## src/rtl/usd_responder_if.sv

```systemverilog
// SPI pins plus the local byte-stream handshake of the usd_responder block.
// The master modport belongs to the SPI master/host; the slave modport belongs to the responder.
interface usd_responder_if;
    logic       cs;
    logic       ck;
    logic       mosi;
    logic       miso;
    logic [7:0] d;
    logic       ld;
    logic [7:0] q;
    logic       rv;
    logic       ack;
    logic       ovr;
    logic       busy;

    modport master (output cs, ck, mosi, d, ld, ack,
                    input  miso, q, rv, ovr, busy);
    modport slave  (input  cs, ck, mosi, d, ld, ack,
                    output miso, q, rv, ovr, busy);
endinterface

```

## src/rtl/usd_responder.sv

```systemverilog
// SPI mode-0 byte responder with oversampled, synchronised pins and a receive store.
// Define USD_RESPONDER_FIFO_EN for a 4-entry rx FIFO instead of a single holding register.
module usd_responder (
    input  logic           clock,
    input  logic           reset,
    usd_responder_if.slave bus
);

    typedef enum logic [0:0] {IDLE = 1'b0, SHIFT = 1'b1} state_t;

    state_t     state_q, state_d;
    logic [1:0] cs_sync_q, ck_sync_q, mosi_sync_q;
    logic       cs_prev_q, ck_prev_q;
    logic       cs_fall_s, cs_rise_s, ck_rise_s, ck_fall_s, mosi_s;
    logic       busy_q;

    logic       load_s, rx_shift_s, push_s, tx_shift_s, abort_s;
    logic [2:0] cnt_q;
    logic [7:0] rx_sh_q, rx_byte_s;
    logic [7:0] tx_hold_q, tx_sh_q, tx_next_s;
    logic       tx_full_q, miso_q;
    logic       ovr_q;
    logic       rv_s, full_s, pop_s, accept_s, ovr_set_s;

    assign cs_fall_s = cs_prev_q & ~cs_sync_q[1];
    assign cs_rise_s = ~cs_prev_q & cs_sync_q[1];
    assign ck_rise_s = ~ck_prev_q & ck_sync_q[1];
    assign ck_fall_s = ck_prev_q & ~ck_sync_q[1];
    assign mosi_s    = mosi_sync_q[1];
    assign rx_byte_s = {rx_sh_q[6:0], mosi_s};
    assign tx_next_s = tx_full_q ? tx_hold_q : 8'hFF;

    // pin synchronisers and edge-detect history
    always_ff @(posedge clock) begin
        if (!reset) begin
            cs_sync_q   <= 2'b11;
            ck_sync_q   <= 2'b00;
            mosi_sync_q <= 2'b11;
            cs_prev_q   <= 1'b1;
            ck_prev_q   <= 1'b0;
        end else begin
            cs_sync_q   <= {cs_sync_q[0], bus.cs};
            ck_sync_q   <= {ck_sync_q[0], bus.ck};
            mosi_sync_q <= {mosi_sync_q[0], bus.mosi};
            cs_prev_q   <= cs_sync_q[1];
            ck_prev_q   <= ck_sync_q[1];
        end
    end

    // state register
    always_ff @(posedge clock) begin
        if (!reset) begin
            state_q <= IDLE;
            busy_q  <= 1'b0;
        end else begin
            state_q <= state_d;
            busy_q  <= (state_d == SHIFT);
        end
    end

    // next-state logic
    always_comb begin
        state_d = state_q;
        case (state_q)
            IDLE:    if (cs_fall_s) state_d = SHIFT; else state_d = IDLE;
            SHIFT:   if (cs_rise_s) state_d = IDLE;  else state_d = SHIFT;
            default: state_d = IDLE;
        endcase
    end

    // per-state datapath strobes; the falling edge right after a byte boundary
    // (cnt_q == 0) is skipped so the freshly loaded bit 7 stays on miso
    always_comb begin
        load_s     = 1'b0;
        rx_shift_s = 1'b0;
        push_s     = 1'b0;
        tx_shift_s = 1'b0;
        abort_s    = 1'b0;
        case (state_q)
            IDLE: load_s = cs_fall_s;
            SHIFT: begin
                if (cs_rise_s) begin
                    abort_s = 1'b1;
                end else begin
                    rx_shift_s = ck_rise_s;
                    push_s     = ck_rise_s & (cnt_q == 3'd7);
                    load_s     = ck_rise_s & (cnt_q == 3'd7);
                    tx_shift_s = ck_fall_s & (cnt_q != 3'd0);
                end
            end
            default: abort_s = 1'b0;
        endcase
    end

    // tx holding register, tx shifter and miso
    always_ff @(posedge clock) begin
        if (!reset) begin
            tx_hold_q <= 8'h00;
            tx_full_q <= 1'b0;
            tx_sh_q   <= 8'hFF;
            miso_q    <= 1'b1;
        end else begin
            if (bus.ld) begin
                tx_hold_q <= bus.d;
                tx_full_q <= 1'b1;
            end else if (load_s) begin
                tx_full_q <= 1'b0;
            end
            if (load_s) begin
                tx_sh_q <= tx_next_s;
                miso_q  <= tx_next_s[7];
            end else if (abort_s) begin
                miso_q  <= 1'b1;
            end else if (tx_shift_s) begin
                tx_sh_q <= {tx_sh_q[6:0], 1'b1};
                miso_q  <= tx_sh_q[6];
            end
        end
    end

    // rx shifter and bit counter
    always_ff @(posedge clock) begin
        if (!reset) begin
            rx_sh_q <= 8'h00;
            cnt_q   <= 3'd0;
        end else if (abort_s) begin
            cnt_q   <= 3'd0;
        end else if (rx_shift_s) begin
            rx_sh_q <= rx_byte_s;
            cnt_q   <= cnt_q + 3'd1;
        end
    end

    assign pop_s     = bus.ack & rv_s;
    assign accept_s  = push_s & (~full_s | pop_s);
    assign ovr_set_s = push_s & full_s & ~pop_s;

    // sticky overrun; a set in the same cycle as cs falling wins
    always_ff @(posedge clock) begin
        if (!reset) begin
            ovr_q <= 1'b0;
        end else if (ovr_set_s) begin
            ovr_q <= 1'b1;
        end else if (cs_fall_s) begin
            ovr_q <= 1'b0;
        end
    end

`ifdef USD_RESPONDER_FIFO_EN
    logic [7:0] mem_q [4];
    logic [1:0] wr_ptr_q, rd_ptr_q;
    logic [2:0] count_q;

    assign rv_s   = (count_q != 3'd0);
    assign full_s = (count_q == 3'd4);

    // 4-entry rx FIFO; push into a full FIFO is accepted only alongside a pop
    always_ff @(posedge clock) begin
        if (!reset) begin
            for (int i = 0; i < 4; i++) mem_q[i] <= 8'h00;
            wr_ptr_q <= 2'd0;
            rd_ptr_q <= 2'd0;
            count_q  <= 3'd0;
        end else begin
            if (accept_s) begin
                mem_q[wr_ptr_q] <= rx_byte_s;
                wr_ptr_q        <= wr_ptr_q + 2'd1;
            end
            if (pop_s) rd_ptr_q <= rd_ptr_q + 2'd1;
            count_q <= count_q + {2'b00, accept_s} - {2'b00, pop_s};
        end
    end

    assign bus.q = mem_q[rd_ptr_q];
`else
    logic [7:0] q_q;
    logic       rv_q;

    assign rv_s   = rv_q;
    assign full_s = rv_q;

    // single-byte rx holding register
    always_ff @(posedge clock) begin
        if (!reset) begin
            q_q  <= 8'h00;
            rv_q <= 1'b0;
        end else if (accept_s) begin
            q_q  <= rx_byte_s;
            rv_q <= 1'b1;
        end else if (pop_s) begin
            rv_q <= 1'b0;
        end
    end

    assign bus.q = q_q;
`endif

    assign bus.rv   = rv_s;
    assign bus.miso = miso_q;
    assign bus.ovr  = ovr_q;
    assign bus.busy = busy_q;

endmodule
```

## src/flat_wrapper.sv

```systemverilog
// flat-port wrapper written by rule: the top's interface ports become plain ports
module usd_responder_flat 
  (clock, reset, bus_cs, bus_ck, bus_mosi, bus_d, bus_ld, bus_ack, bus_miso, bus_q, bus_rv, bus_ovr, bus_busy);
  usd_responder_if bus_i ();
  input  logic clock;
  input  logic reset;
  input wire logic [$bits(bus_i.cs)-1:0] bus_cs;
  input wire logic [$bits(bus_i.ck)-1:0] bus_ck;
  input wire logic [$bits(bus_i.mosi)-1:0] bus_mosi;
  input wire logic [$bits(bus_i.d)-1:0] bus_d;
  input wire logic [$bits(bus_i.ld)-1:0] bus_ld;
  input wire logic [$bits(bus_i.ack)-1:0] bus_ack;
  output wire logic [$bits(bus_i.miso)-1:0] bus_miso;
  output wire logic [$bits(bus_i.q)-1:0] bus_q;
  output wire logic [$bits(bus_i.rv)-1:0] bus_rv;
  output wire logic [$bits(bus_i.ovr)-1:0] bus_ovr;
  output wire logic [$bits(bus_i.busy)-1:0] bus_busy;
  assign bus_i.cs = bus_cs;
  assign bus_i.ck = bus_ck;
  assign bus_i.mosi = bus_mosi;
  assign bus_i.d = bus_d;
  assign bus_i.ld = bus_ld;
  assign bus_i.ack = bus_ack;
  assign bus_miso = bus_i.miso;
  assign bus_q = bus_i.q;
  assign bus_rv = bus_i.rv;
  assign bus_ovr = bus_i.ovr;
  assign bus_busy = bus_i.busy;
  usd_responder u_core (.clock(clock), .reset(reset), .bus(bus_i));
endmodule
```

## config.mk

```make
export PLATFORM = sky130hd
export DESIGN_NAME = usd_responder_flat
export DESIGN_NICKNAME = d
export VERILOG_FILES = /design/src/rtl/usd_responder_if.sv /design/src/rtl/usd_responder.sv /design/src/flat_wrapper.sv
export SDC_FILE = /design/constraint.sdc
export NUM_CORES = 1
export LEC_CHECK = 0
export ABC_CLOCK_PERIOD_IN_PS = 3800
export BUFFER_PORTS_ARGS = -buffer_cell sky130_fd_sc_hd__buf_4
export CAP_MARGIN = 15
export CORE_MARGIN = 2
export CORE_UTILIZATION = 45
export DETAILED_ROUTE_END_ITERATION = 12
export GPL_TIMING_DRIVEN = 0
export PLACE_DENSITY = 0.73
export SLEW_MARGIN = 5
export SYNTH_ARGS = -nofsm -noshare
export SYNTH_HDL_FRONTEND = slang
export SYNTH_SLANG_ARGS = --single-unit
```

## constraint.sdc

```tcl
create_clock -name clock -period 3.8 [get_ports clock]
set_clock_uncertainty 0.2 [all_clocks]
set_input_delay 0.38 -clock clock [delete_from_list [all_inputs] [get_ports clock]]
set_output_delay 0.38 -clock clock [all_outputs]
set_load 0.02 [all_outputs]
```

==> results.json <==
{
  "status": "complete, no violations",
  "path_max_fanout": 10,
  "synth_seq_area_share": 0.513,
  "synth_edf_count": 0,
  "end_kind": "flop",
  "ir_drop_uv": 237,
  "hold_depth": 2,
  "hold_viol": 0,
  "synthesis.nets": 191,
  "place_inst": 246,
  "post_synth_num_cell_types": 30,
  "crit_buf_inv": 1,
  "coreArea_mm2": 0.00374,
  "yosysTopAreaCell": "dfxtp_1",
  "clk_pin_slew_ns": 0.08,
  "drc": 0,
  "clkLatencyLatePin_ns": 0.29,
  "startpoint_type": "flop",
  "holdCritPathClass": "input pin to flop",
  "portBuffers": 25,
  "die_h_um": 67.2,
  "pre_cts_ws_ns": 1.98,
  "power_density_mw_per_mm2": 393,
  "drive_gt1_frac": 0.200,
  "cts_max_level": 2,
  "synth_area_leaders": "dfxtp_1, mux2i_1, nor2b_1",
  "cts_tree": "built",
  "cts_buffers": 5,
  "antenna_found_initial": 0,
  "syn_to_final_growth_pct": 18.0,
  "grt_pass1_wl_um": 5510,
  "slew_violations": 0,
  "max_freq_ghz": 0.538,
  "synthFlopType": "dfxtp_1",
  "grt_overflow_total": 0,
  "syn_inst": 173,
  "clockRootBuffer": "clkbuf_8",
  "synth_area_per_cell_um2": 10.4,
  "cpMostUsedCell": "ha_1",
  "totalPowerFinal_uw": 834,
  "fillers": 335,
  "fin_nets": 223,
  "crit_required_ns": 3.77,
  "final_cell_count_no_fill": 253,
  "crit_path_max_incr_delay_ns": 0.37,
  "worst_ep_arrival_time_ns": 1.83,
  "critPathKind": "flop to flop",
  "max-cap-violations": 0,
  "post_drt_wl_per_cell_um": 13.1,
  "path_delay_family": "simple AND/OR/NAND/NOR gates",
  "postCtsHoldBufs": 0,
  "grt_pass1_vias": 1167,
  "viasPerCell": 5.14,
  "synth_area_mm2": 0.00180,
  "cts_resized": 0,
  "post_cts_buffers": 0,
  "num_vias": 1301,
  "synth_top_area_frac": 0.513,
  "cts.sinks": 46,
  "async_reset_ff_frac": 0,
  "rsz0062_at_grt": "false",
  "dp_hpwl_um": 2570,
  "grt_max_degree": 13,
  "initial_core_util": 0.480,
  "layout_worst_path_cycle_share": 0.490,
  "yosysWarnings": 0,
  "most-common-layout-cells": "dfxtp_1, buf_4, mux2i_1",
  "num_io_pins": 27,
  "path_cells": "ha_1 > ha_1 > and3b_1 > nand4_2 > buf_2 > nand3_1 > o21ai_0",
  "antenna_left": 0,
  "setup_viol": 0,
  "globalplace.congestion": 0.786,
  "die-width_um": 67.2,
  "track_usage": 0.167,
  "p_leak_nw": 0.987,
  "detail_route.iter0.violations": 66,
  "drt-pass1-iter-count": 4,
  "die_area_mm2": 0.00451,
  "routed_wl_um": 3310,
  "cp_num_cells": 7,
  "antennaDiodeCount": 0,
  "slowest_stage": "dfxtp_1",
  "final_common_cell": "dfxtp_1",
  "cts_max_path_buffers": 2,
  "fin_setup_tns_ns": 0,
  "fin_ws_ns": 1.94,
  "rows": 22,
  "min_period_ns": 1.86,
  "holdWs_ns": 0.0713,
  "r2r_cells": 7,
  "synth-seq-cells": 46,
  "worstMarginPinSlew_ns": 0.414,
  "maxSlewHeadroom": 0.724
}
==> through the flow <==
stage          area (um2)  utilization
2_1_floorplan        1800            -
6_report             2120        0.566
3_5_place_dp         2040        0.546
4_1_cts              2120        0.566
5_1_grt              2120        0.566
3_3_place_gp         2040        0.546
==> flip-flops by register name, indices dropped and copies added (netlist names), 2 cells and up <==
register and count:
u_core.rx_sh_q 7, u_core.cnt_q 3, u_core.bus.q 8, u_core.tx_sh_q 7, u_core.ck_sync_q 2, u_core.cs_sync_q 2, u_core.tx_hold_q 8, u_core.mosi_sync_q 2
==> layout make-up <==
class	instances	area [um2]	area share
Sequential cell	46	921	0.434
Tap cell	48	60.1	0.0283
Timing Repair Buffer	25	188	0.0885
Multi-Input combinational cell	113	806	0.380
Inverter	5	18.8	0.00885
Clock buffer	7	76.3	0.0360
Buffer	9	50.0	0.0236
==> cell families after synthesis <==
| logic type | share of synthesized area |
|---|---|
| DFF | 0.513 |
| and+or+nand+nor | 0.197 |
| xor gates and xnor gates | 0.00488 |
| buffers and inverters | 0.0383 |
| adders and majority gates | 0.0209 |
| AOI/OAI and AO/OA | 0.0920 |
| muxes | 0.134 |
==> report_power, final <==
part	switching, mW	internal [mW]	total (mW)
Combinational	0.0263	0.0323	0.0586
Sequential	0.00932	0.495	0.505
Clock	0.144	0.127	0.271
Total	0.180	0.654	0.834
==> Yosys cell counts, types with 4 or more instances <==
cell type and instances:
a2bb2oi_1 7, and2_1 5, buf_2 4, dfxtp_1 46, inv_1 5, mux2i_1 23
nand2_1 12, nand2b_1 6, nand3_1 9, nor2b_1 16, o21ai_0 13
==> final timing paths <==
kind                       startpoint                  end  slack (ns)
setup / recovery      u_core.cnt_q[1]      u_core.bus.q[5]        1.94
hold / removal                 bus_cs  u_core.cs_sync_q[0]        0.07
setup reg to reg      u_core.cnt_q[1]      u_core.bus.q[5]        1.94
hold reg to reg   u_core.cs_sync_q[0]  u_core.cs_sync_q[1]        0.21
==> per-layer routing <==
| metal | vias up | part of all wire | global-route usage |
|---|---|---|---|
| met5 | - | 0 | 0 |
| met4 | 0 | 0.011 | 0.0689 |
| met3 | 5 | 0.057 | 0.0517 |
| met2 | 31 | 0.49 | 0.266 |
| met1 | 610 | 0.44 | 0.210 |
| li1 | 655 | - | - |
==> worst reg2reg max path, cell delays in order (launching register included) <==
cell	delay, ns
dfxtp_1	0.37
ha_1	0.16
ha_1	0.14
and3b_1	0.22
nand4_2	0.23
buf_2	0.25
nand3_1	0.09
o21ai_0	0.09
Power figures use the tool's default switching activity.
